File: src/rtl/cpu_types_pkg.sv
// Shared CPU types: bus word, RAM status encoding and memory-arbiter FSM states.
package cpu_types_pkg;

    typedef logic [31:0] word_t;

    typedef enum logic [1:0] {
        FREE   = 2'd0,
        BUSY   = 2'd1,
        ACCESS = 2'd2,
        ERROR  = 2'd3
    } ramstate_t;

    typedef enum logic [1:0] {
        IDLE = 2'd0,
        IGNT = 2'd1,
        DGNT = 2'd2
    } arb_state_t;

endpackage

File: src/rtl/mem_arbiter.sv
// Two-requester (instruction/data) arbiter for the single RAM port.
// Optional instruction anti-starvation counter enabled by defining ARB_STARVE_EN.
module mem_arbiter
    import cpu_types_pkg::*;
#(
    parameter int unsigned STARVE_LIMIT = 4,
    parameter word_t       ERR_WORD     = 32'hBAD1BAD1
) (
    input  logic      CLK,
    input  logic      nRST,
    input  logic      iREN,
    input  word_t     iaddr,
    output logic      iwait,
    output word_t     iload,
    input  logic      dREN,
    input  logic      dWEN,
    input  word_t     daddr,
    input  word_t     dstore,
    output logic      dwait,
    output word_t     dload,
    output logic      ramREN,
    output logic      ramWEN,
    output word_t     ramaddr,
    output word_t     ramstore,
    input  word_t     ramload,
    input  ramstate_t ramstate,
    output logic      err
);

    arb_state_t state, nextState;
    logic       dReq;
    logic       ramDone;
    logic       iComplete;
    logic       dComplete;
    logic       starveGrant;
    word_t      returnWord;

    assign dReq    = dREN | dWEN;
    assign ramDone = (ramstate == ACCESS) || (ramstate == ERROR);

    // A completion needs the grant still held and reset released.
    assign iComplete = (state == IGNT) && iREN && ramDone && nRST;
    assign dComplete = (state == DGNT) && dReq && ramDone && nRST;

    assign returnWord = (ramstate == ERROR) ? ERR_WORD : ramload;

`ifdef ARB_STARVE_EN
    localparam int unsigned CntW = (STARVE_LIMIT < 1) ? 1 : $clog2(STARVE_LIMIT + 1);

    logic [CntW-1:0] starveCnt;

    always_ff @(posedge CLK) begin
        if (!nRST) begin
            starveCnt <= '0;
        end else if (iComplete) begin
            starveCnt <= '0;
        end else if (dComplete && iREN && (starveCnt != CntW'(STARVE_LIMIT))) begin
            starveCnt <= starveCnt + 1'b1;
        end
    end

    assign starveGrant = iREN && (starveCnt == CntW'(STARVE_LIMIT));
`else
    assign starveGrant = 1'b0;
`endif

    always_comb begin
        nextState = state;
        case (state)
            IDLE: begin
                if (starveGrant) begin
                    nextState = IGNT;
                end else if (dReq) begin
                    nextState = DGNT;
                end else if (iREN) begin
                    nextState = IGNT;
                end
            end
            // Dropping the request aborts; completion also returns to IDLE.
            IGNT: if (!iREN || iComplete) nextState = IDLE;
            DGNT: if (!dReq || dComplete) nextState = IDLE;
            default: nextState = IDLE;
        endcase
    end

    always_ff @(posedge CLK) begin
        if (!nRST) begin
            state <= IDLE;
            err   <= 1'b0;
        end else begin
            state <= nextState;
            if ((iComplete || dComplete) && (ramstate == ERROR)) begin
                err <= 1'b1;
            end
        end
    end

    always_comb begin
        ramREN   = 1'b0;
        ramWEN   = 1'b0;
        ramaddr  = '0;
        ramstore = '0;
        case (state)
            IGNT: begin
                if (iREN) begin
                    ramREN  = 1'b1;
                    ramaddr = iaddr;
                end
            end
            DGNT: begin
                if (dReq) begin
                    ramWEN   = dWEN;
                    ramREN   = dREN & ~dWEN;
                    ramaddr  = daddr;
                    ramstore = dstore;
                end
            end
            default: ;
        endcase
    end

    assign iwait = iREN & ~iComplete;
    assign dwait = dReq & ~dComplete;
    assign iload = iComplete ? returnWord : '0;
    assign dload = (dComplete && !dWEN) ? returnWord : '0;

endmodule

File: config.mk
export PLATFORM = sky130hd
export DESIGN_NAME = mem_arbiter
export DESIGN_NICKNAME = d
export VERILOG_FILES = /design/src/rtl/cpu_types_pkg.sv /design/src/rtl/mem_arbiter.sv
export SDC_FILE = /design/constraint.sdc
export NUM_CORES = 1
export LEC_CHECK = 0
export ABC_AREA = 1
export BUFFER_PORTS_ARGS = -buffer_cell sky130_fd_sc_hd__buf_2
export CORE_AREA = 5 5 102 104
export CTS_BUF_LIST = sky130_fd_sc_hd__clkbuf_16
export CTS_CLUSTER_DIAMETER = 30
export DETAILED_ROUTE_END_ITERATION = 10
export DIE_AREA = 0 0 107 109
export SETUP_SLACK_MARGIN = 0.3
export SLEW_MARGIN = 5
export SYNTH_ARGS = -nofsm -noshare
export SYNTH_HDL_FRONTEND = slang
export SYNTH_SLANG_ARGS = --single-unit
File: constraint.sdc
create_clock -name CLK -period 1.3 [get_ports CLK]
set_clock_uncertainty 0.05 [all_clocks]
set_input_delay 0.13 -clock CLK [delete_from_list [all_inputs] [get_ports CLK]]
set_output_delay 0.13 -clock CLK [all_outputs]
set_load 0.05 [all_outputs]
==> results of run 1 <==
-- Yosys cell counts --
master,n
dfxtp_1,3
nor3_1,16
o21ai_0,2
inv_1,43
or2_1,1
a21oi_2,18
buf_2,14
clkbuf_1,9
nor2_4,1
ha_1,3
nand3b_1,1
nand3_1,6
inv_2,3
nand2_1,104
buf_6,4
nor3_2,12
nand2_2,1
nor2_1,36
a21oi_1,54
buf_1,1
-- where the power goes --
part           switching [W]  total, W  internal (W)
Sequential         0.0000178  0.000125      0.000107
Clock              0.0000753  0.000471      0.000396
Combinational        0.00199   0.00329       0.00130
Total                0.00208   0.00389       0.00181
-- worst max path at each step --
stage                          startpoint        end  slack, ns  cells after the start
finish              state[0]$_SDFFE_PN0P_   dload[8]      -0.54                      7
global route        state[1]$_SDFFE_PN0P_  iload[20]      -0.62                      8
CTS                 state[0]$_SDFFE_PN0P_   dload[8]      -0.53                      7
detailed placement  state[0]$_SDFFE_PN0P_   dload[8]      -0.44                      7
global placement    state[0]$_SDFFE_PN0P_  dload[14]      -0.40                      7
floorplan           state[0]$_SDFFE_PN0P_  dload[26]      -0.47                      7
-- routing by layer --
layer | track usage | part of all wire | vias up
met3 | 0.05743 | 0.10 | 4
met5 | 0 | 0.00062 | -
met1 | 0.1833 | 0.34 | 1500
met2 | 0.3575 | 0.56 | 161
met4 | 0.01096 | 0.0025 | 2
li1 | - | - | 1649
-- registers in the layout (all words and copies together) (netlist names) --
name   flops
state      2
err        1
-- through the flow --
step / TNS, ns / setup WS [ns] / utilization / instances
2_1_floorplan: -31.16 / -0.4691 / - / 332
6_report: -59.17 / -0.5432 / 0.6554 / 741
4_1_cts: -57.79 / -0.5318 / 0.6074 / 731
3_3_place_gp: -39.79 / -0.3998 / 0.5028 / 718
5_1_grt: -66.60 / -0.6185 / 0.6554 / 741
3_5_place_dp: -41.63 / -0.4369 / 0.5028 / 718
-- critical path, stage by stage (launching register included) --
cell and delay, ns:
dfxtp_4 0.35, inv_4 0.06, ha_4 0.14, nand3_4 0.07
or2_4 0.32, buf_12 0.17, nor3_4 0.14, buf_6 0.18
-- cells by family (layout without fill, tap and decap cells) --
logic type,after synthesis,count (layout)
AO/OA/AOI/OAI,74,74
adder cells (fa/ha/maj),3,3
buffers and inverters,74,369
flip-flops,3,3
AND/OR/NAND/NOR,178,178
-- layout make-up --
| type | instances | area, um2 | area share |
|---|---|---|---|
| clock inverters | 1 | 3.754 | 0.0006054 |
| multi-input cells | 255 | 2744 | 0.4426 |
| flip-flops and latches | 3 | 67.56 | 0.01090 |
| well taps | 114 | 142.6 | 0.02301 |
| repair buffers | 319 | 2963 | 0.4779 |
| clock buffers | 3 | 75.07 | 0.01211 |
| inverters | 46 | 203.9 | 0.03290 |
-- timing repair --
action / in CTS / in global routing
pin swaps: 3 / 15
setup buffers: 4 / 6
resized for setup: 243 / 69
setup endpoints to repair: 135 / 136
cloned: 5 / 4
==> impl_metrics.toml, run 1 <==
[timing]
maxSlewHeadroom = 0.7741
drv_slew = 0
setup_violations = 133
worst_slack_ns = -0.5432
fmax_mhz = 542.5
rsz0062_at_grt = "true"
worstMarginPinSlew_ns = 0.3389
whs_ns = 0.2440
post-route-min-period_ns = 1.843
hold_violations = 0
post-route-period-util = 1.418

[setup_path]
timing.rr.start = "state[0]$_SDFFE_PN0P_"
ff2ff_setup_slack_ns = -0.21
crit_path_end_kind = "output port"
crit_required_ns = 1.12
start_kind = "flop"
crit_fanout = 7
r2r_cells = 9
r2r_end = "err$_SDFFE_PN0P_"
crit_type = "flop to output port"
cp_data_arrival_time_ns = 1.66

[synth]
ys_ff_latch = 3
synth_top_family_by_area = "simple AND/OR/NAND/NOR gates"
synthCells = 332
yosys_warnings = 0
synthSimpleGateAreaFrac = 0.4776
synthMuxAreaShare = 0
yosysSeqAreaShare = 0.03645
syn_area_mm2 = 0.001648
synth_compound_area_frac = 0.2658
synth_fp_nets = 470
synth-xor-area-share = 0
synth_top_area_cell = "nand2_1"
avgSynthCellArea_um2 = 4.963
synthTopCellsByArea = "nand2_1 24%, a21oi_1 16%, inv_1 9.8%, a21oi_2 9.6%, nor2_1 8.2%"
synth_fa_ha_area_frac = 0.02278
yosysUniqueCellTypes = 20
synth.top_cell.area_share = 0.2369

[finish]
final_cell_mix = "134 x buf_2, 90 x buf_6, 69 x nand2_1, 69 x a21oi_4, 46 x buf_4"
nets = 766
syn_to_final_growth_pct = 276.2
antennaDiodeCount = 0
fill_cells = 690
fin_area_mm2 = 0.006200
drive_above_1_share = 0.8198
layout_commonest_cell = "buf_2"

[clock_tree]
cts_max_path_buffers = 2
clk_pin_slew_ns = 0.03
clk_latency_ns = 0.22
cts.sinks = 3
postCtsHoldBufs = 0
clock-root-buffer = "clkbuf_16"
htreeDepth = 1
cts_buffers = 3
cts_tree = "done"

[floorplanning]
io_pins = 268
start_util = 0.1742
die_w_um = 107
coreArea_mm2 = 0.009459
rows = 36
die_h_um = 109
die-area_mm2 = 0.01166

[routing]
via_count = 3316
viasPerCell = 4.475
drc = 0
ant_nets = 0
drt_iter0_markers = 103
wl_per_cell_um = 15.13
postRouteWirelength_um = 11210
drtPass1Iterations = 6

[run]
cap_violations = 0

[grt]
grt_pass1_vias = 3481
grt_pass1_wl_um = 16910
grt_usage = 0.1764
antenna_found_initial = 1
grt_start_max_net_pins = 36
grt_remaining_overflow = 0

[pwr]
p_per_area_mw_per_mm2 = 627.1
peakVddDrop_v = 0.0007000
cellLeakagePower_nw = 2.685
finalPower_w = 0.003888

[outcome]
violations = "setup timing"
status = "complete, but fails checks"

[hold_path]
min_path_cells = 4
hold_start = "nRST"
whs_endpoint = "state[1]$_SDFFE_PN0P_"
hold_path_class = "primary input to flop"

[placed_design]
gp_congestion = 0.8173
port-buffer-count = 267
dp.final_hpwl_um = 8583
post_dp_cell_area_mm2 = 0.004756
(Power assumes the default switching activity.)
==> run 2: changes to the inputs <==
--- a/config.mk
+++ b/config.mk
@@ -12,7 +12,7 @@
 export CTS_CLUSTER_DIAMETER = 30
 export DETAILED_ROUTE_END_ITERATION = 10
 export DIE_AREA = 0 0 107 109
-export SETUP_SLACK_MARGIN = 0.3
+export SETUP_SLACK_MARGIN = 0.15
 export SLEW_MARGIN = 5
 export SYNTH_ARGS = -nofsm -noshare
 export SYNTH_HDL_FRONTEND = slang
==> run 2 against run 1 <==
Effect of this change:
- the run still ends with setup timing left
- via count increased by 3.8%
- combinational power increased by 6.1%
- final cell count increased by 1.1%
- core utilization increased by 1.4 points
- clock power increased by 4.9%
- critical path depth increased by 3
- design area increased by 2.2%
- total power increased by 5.4%
- clock-buffer cell count unchanged
- worst hold slack got worse by 0.0026 ns
- setup slack got worse by 0.024 ns
- wire length increased by 13%
==> impl_metrics.toml, run 2 (synthesis gave the netlist of run 1 again) <==
[clock_tree]
cts_buffers = 3
postCtsHoldBufs = 0
htreeDepth = 1
cts_max_path_buffers = 2
clock-root-buffer = "clkbuf_16"
clk_pin_slew_ns = 0.03
cts.sinks = 3
clk_latency_ns = 0.23
cts_tree = "done"

[pwr]
pwr-share-seq = 0.029
p_comb_frac = 0.850
finalPower_w = 0.004099
clkPwrFrac = 0.121
swShare = 0.5277
cellLeakagePower_nw = 2.713
p_sw_w = 0.002163
p_int_w = 0.001936
p_per_area_mw_per_mm2 = 647.2
peakVddDrop_v = 0.0007893

[placed_design]
gp_congestion = 0.8093
dp_slack_ns = -0.4719
port-buffer-count = 267
post_dp_cell_area_mm2 = 0.004785
dp.final_hpwl_um = 8875

[hold_path]
hold_start = "nRST"
hold_path_class = "primary input to flop"
whs_endpoint = "state[0]$_SDFFE_PN0P_"
min_path_cells = 4

[timing]
fin_tns_setup_ns = -58.39
worst_slack_ns = -0.5675
post-route-min-period_ns = 1.867
post-route-period-util = 1.437
setup_violations = 135
fmax_mhz = 535.5
drv_slew = 0
rsz0062_at_grt = "true"
worstMarginPinSlew_ns = 0.4367
hold_violations = 0
maxSlewHeadroom = 0.7089

[grt]
grt_start_max_net_pins = 37
grt_pass1_vias = 3686
grt_remaining_overflow = 0
grt_pass1_wl_um = 18450
antenna_found_initial = 0
grt_usage = 0.1980

[finish]
nets = 774
syn_to_final_growth_pct = 284.4
utilization = 0.6696
largest_reg_flops = 2
top_register = "state"
fin_area_mm2 = 0.006334
antennaDiodeCount = 0
layout_commonest_cell = "buf_2"
final_cell_mix = "135 x buf_2, 116 x buf_6, 69 x a21oi_4"
reg.largest.list = "state (2), err (1)"
drive_above_1_share = 0.8236

[routing]
postRouteWirelength_um = 12620
ant_nets = 0
drt_iter0_markers = 78
wl_per_cell_um = 16.85
drtPass1Iterations = 4
viasPerCell = 4.594
via_count = 3441
drc = 0

[setup_path]
crit_fanout = 6
r2r_cells = 9
critPathLaunch = "state[0]$_SDFFE_PN0P_"
ff2ff_setup_slack_ns = -0.04
cp_data_arrival_time_ns = 1.69
crit_path_end_kind = "output port"
start_kind = "flop"
crit_required_ns = 1.12
crit_type = "flop to output port"
r2r_end = "state[1]$_SDFFE_PN0P_"
timing.rr.start = "state[0]$_SDFFE_PN0P_"

[floorplanning]
die_w_um = 107
die_h_um = 109
rows = 36
coreArea_mm2 = 0.009459
start_util = 0.1742
die-area_mm2 = 0.01166
io_pins = 268

[outcome]
status = "complete, but fails checks"
violations = "setup timing"

[run]
cap_violations = 0
-- run 2: cell count changes in the layout (fill, tap and decap cells not counted), sizes merged --
cell,before,now
inv,44,48
clkinvlp,1,0
buf,314,321
clkinv,2,1
clkbuf,8,7
-- run 2: how the worst max path moves through the flow --
stage / to / slack [ns]
after floorplan: dload[26] / -0.47
after global placement: dload[2] / -0.47
after detailed placement: dload[2] / -0.47
final: ramaddr[7] / -0.57
after CTS: dload[17] / -0.56
after global routing: ramaddr[8] / -0.61
-- run 2: per-stage QoR --
| stage | cells | hold slack (ns) |
|---|---|---|
| after floorplan | 332 | 0.1956 |
| after global placement | 722 | 0.3903 |
| after detailed placement | 722 | 0.4073 |
| after CTS | 741 | 0.2206 |
| after global routing | 749 | 0.2564 |
| final | 749 | 0.2414 |
-- run 2: final cells by class --
| class | count | area (um2) |
|---|---|---|
| fill | 755 | 3126 |
| timing repair buffer | 325 | 3118 |
| multi-input combinational | 255 | 2709 |
| inverter | 46 | 200.2 |
| tap | 114 | 142.6 |
| clock buffer | 3 | 75.07 |
| sequential | 3 | 65.06 |
| timing repair inverter | 2 | 20.02 |
| clock inverter | 1 | 3.754 |
-- run 2: worst max-delay path: stages (launching register included) --
cell and delay, ns:
dfxtp_2 0.31, inv_2 0.07, ha_4 0.16, inv_2 0.06
nor2_4 0.12, buf_12 0.14, buf_12 0.13, buf_6 0.10
nand2_2 0.06, a21oi_4 0.14, buf_12 0.15
-- run 2: power groups by stage --
stage,logic (W),registers [W],clock network (W)
floorplan,0.00198,0.000118,0
global placement,0.00255,0.000117,0
detailed placement,0.00259,0.000118,0
CTS,0.00326,0.000120,0.000501
global route,0.00364,0.000121,0.000507
finish,0.00349,0.000120,0.000494
-- run 2: repair_timing --
item | CTS | global route
endpoints found under the hold margin | 0 | 0
resized for setup | 307 | 29
gates cloned | 8 | 5
pin swaps | 8 | 19
setup endpoints to repair | 135 | 135
buffers inserted | 7 | 3
-- run 2: layer usage --
metal / GRT usage / vias to the layer above / part of all wire / wire [um]
met3: 0.05033 / 22 / 0.085 / 1074
met1: 0.2000 / 1585 / 0.33 / 4185
met4: 0.04110 / 0 / 0.018 / 224
met2: 0.4047 / 177 / 0.57 / 7133
li1: - / 1657 / - / -
met5: 0 / - / 0 / 0
==> run 3: changes to the inputs <==
--- a/config.mk
+++ b/config.mk
@@ -12,6 +12,7 @@
 export CTS_CLUSTER_DIAMETER = 30
 export DETAILED_ROUTE_END_ITERATION = 10
 export DIE_AREA = 0 0 107 109
+export RECOVER_POWER = 25
 export SETUP_SLACK_MARGIN = 0.15
 export SLEW_MARGIN = 5
 export SYNTH_ARGS = -nofsm -noshare
==> run 3 against run 2 <==
Effect of this change:
- the flow still finishes with violations (setup timing)
- design area unchanged
- global-route usage unchanged
- wire length about the same
- register-to-register slack about the same
==> impl_metrics.toml, run 3 (synthesis gave the netlist of run 1 again) <==
[setup_path]
path_buf_inv = 6
r2r_cells = 9
critPathMaxStageDelay_ns = 0.31
crit_path_end_kind = "output port"
crit_required_ns = 1.12
crit_fanout = 6
start_kind = "flop"
cp_common_cell = "buf_12"
cp_top_family = "buffers and inverters"
ff2ff_setup_slack_ns = -0.04
crit_type = "flop to output port"
r2r_end = "state[1]$_SDFFE_PN0P_"
critPathSlowestCell = "dfxtp_2"
timing.rr.start = "state[0]$_SDFFE_PN0P_"
cp_data_arrival_time_ns = 1.69
cp_cell_sequence = "inv_2, ha_4, inv_2, nor2_4, buf_12, buf_12, buf_6, nand2_2, a21oi_4, buf_12"
critPathLaunch = "state[0]$_SDFFE_PN0P_"

[floorplanning]
die-area_mm2 = 0.01166
die_w_um = 107
die_h_um = 109
rows = 36
io_pins = 268
start_util = 0.1742
coreArea_mm2 = 0.009459

[timing]
hold_violations = 0
post-route-period-util = 1.437
worst_slack_ns = -0.5677
fin_tns_setup_ns = -58.40
maxSlewHeadroom = 0.7089
setup_violations = 135
post-route-min-period_ns = 1.868
worstMarginPinSlew_ns = 0.4367
whs_ns = 0.2408
rsz0062_at_grt = "true"
fmax_mhz = 535.4
drv_slew = 0

[clock_tree]
htreeDepth = 1
cts.sinks = 3
cts_max_path_buffers = 2
cts_tree = "done"
clk_pin_slew_ns = 0.03
clock-root-buffer = "clkbuf_16"
clk_latency_ns = 0.23
cts_buffers = 3

[pwr]
peakVddDrop_v = 0.0007894
cellLeakagePower_nw = 2.712
p_per_area_mw_per_mm2 = 647.2
p_sw_w = 0.002164
clkPwrFrac = 0.121
finalPower_w = 0.004099
p_int_w = 0.001936
p_comb_frac = 0.850
pwr-share-seq = 0.029
swShare = 0.5278

[finish]
antennaDiodeCount = 0
nets = 774
reg.largest.list = "state (2), err (1)"
layout_commonest_cell = "buf_2"
drive_above_1_share = 0.8236
largest_reg_flops = 2
fin_cells = 749
final_cell_mix = "134 x buf_2, 116 x buf_6, 69 x a21oi_4"
top_register = "state"
syn_to_final_growth_pct = 284.4
fill_cells = 755

[grt]
grt_remaining_overflow = 0
grt_start_max_net_pins = 37
grt_pass1_vias = 3686
antenna_found_initial = 0
grt_pass1_wl_um = 18450
grt_usage = 0.1980

[placed_design]
dp_slack_ns = -0.4719
dp.cells = 722
dp.final_hpwl_um = 8875
port-buffer-count = 267
gp_congestion = 0.8093

[hold_path]
hold_start = "nRST"
min_path_cells = 4
hold_path_class = "primary input to flop"
whs_endpoint = "state[0]$_SDFFE_PN0P_"

[routing]
drt_iter0_markers = 76
via_count = 3442
ant_nets = 0
viasPerCell = 4.595
postRouteWirelength_um = 12620
wl_per_cell_um = 16.85
drc = 0
drtPass1Iterations = 4

[outcome]
status = "complete, but fails checks"
violations = "setup timing"

[run]
cap_violations = 0
run 3: cell types whose count changed in the layout (fill, tap and decap cells not counted), sizes merged:
cell,previous run,this run
buf,321,320
clkbuf,7,8
run 3: worst max-delay path by stage:
stage	end	slack, ns	cells after the start
2_1_floorplan	dload[26]	-0.47	7
3_3_place_gp	dload[2]	-0.47	7
3_5_place_dp	dload[2]	-0.47	7
4_1_cts	dload[17]	-0.56	6
5_1_grt	ramaddr[8]	-0.61	10
6_report	ramaddr[7]	-0.57	10
run 3: per-stage QoR:
stage,util,instance area [um2]
global placement,0.5058,4785
finish,0.6696,6334
detailed placement,0.5058,4785
global route,0.6696,6334
floorplan,-,3187
CTS,0.6415,6068
run 3: worst register-to-register path, cell delays in order, from the launching register on:
cell and delay, ns:
dfxtp_2 0.32, inv_2 0.05, ha_4 0.17, buf_4 0.13, buf_4 0.12, buf_6 0.11, nand3_4 0.07, nand3_4 0.07
nand2_1 0.08, a21oi_2 0.05
run 3: final cells by class:
class	count	area, um2	share of cell area
clock buffer	3	75.07	0.01185
timing repair buffer	325	3118	0.4923
multi-input combinational	255	2709	0.4277
clock inverter	1	3.754	0.0005927
inverter	46	200.2	0.03161
sequential	3	65.06	0.01027
tap	114	142.6	0.02252
timing repair inverter	2	20.02	0.003161
run 3: power groups by stage:
stage                     sequential (W)  combinational (W)  clock (W)
after floorplan                 0.000118            0.00198          0
after global placement          0.000117            0.00255          0
after detailed placement        0.000118            0.00259          0
after CTS                       0.000120            0.00326   0.000501
after global routing            0.000121            0.00364   0.000507
final                           0.000120            0.00349   0.000494
run 3: repair_timing:
item | CTS | global route
cloned | 8 | 5
resized for setup | 307 | 29
endpoints found under the setup margin | 135 | 135
pin swaps | 8 | 19
buffers inserted | 7 | 3
hold buffers | 0 | 0
run 3: per-layer routing:
metal	wire length, um	global-route usage	up-vias
met5	0	0	-
met4	224	0.04110	0
met3	1074	0.05033	22
met2	7133	0.4047	177
met1	4184	0.2000	1586
li1	-	-	1657
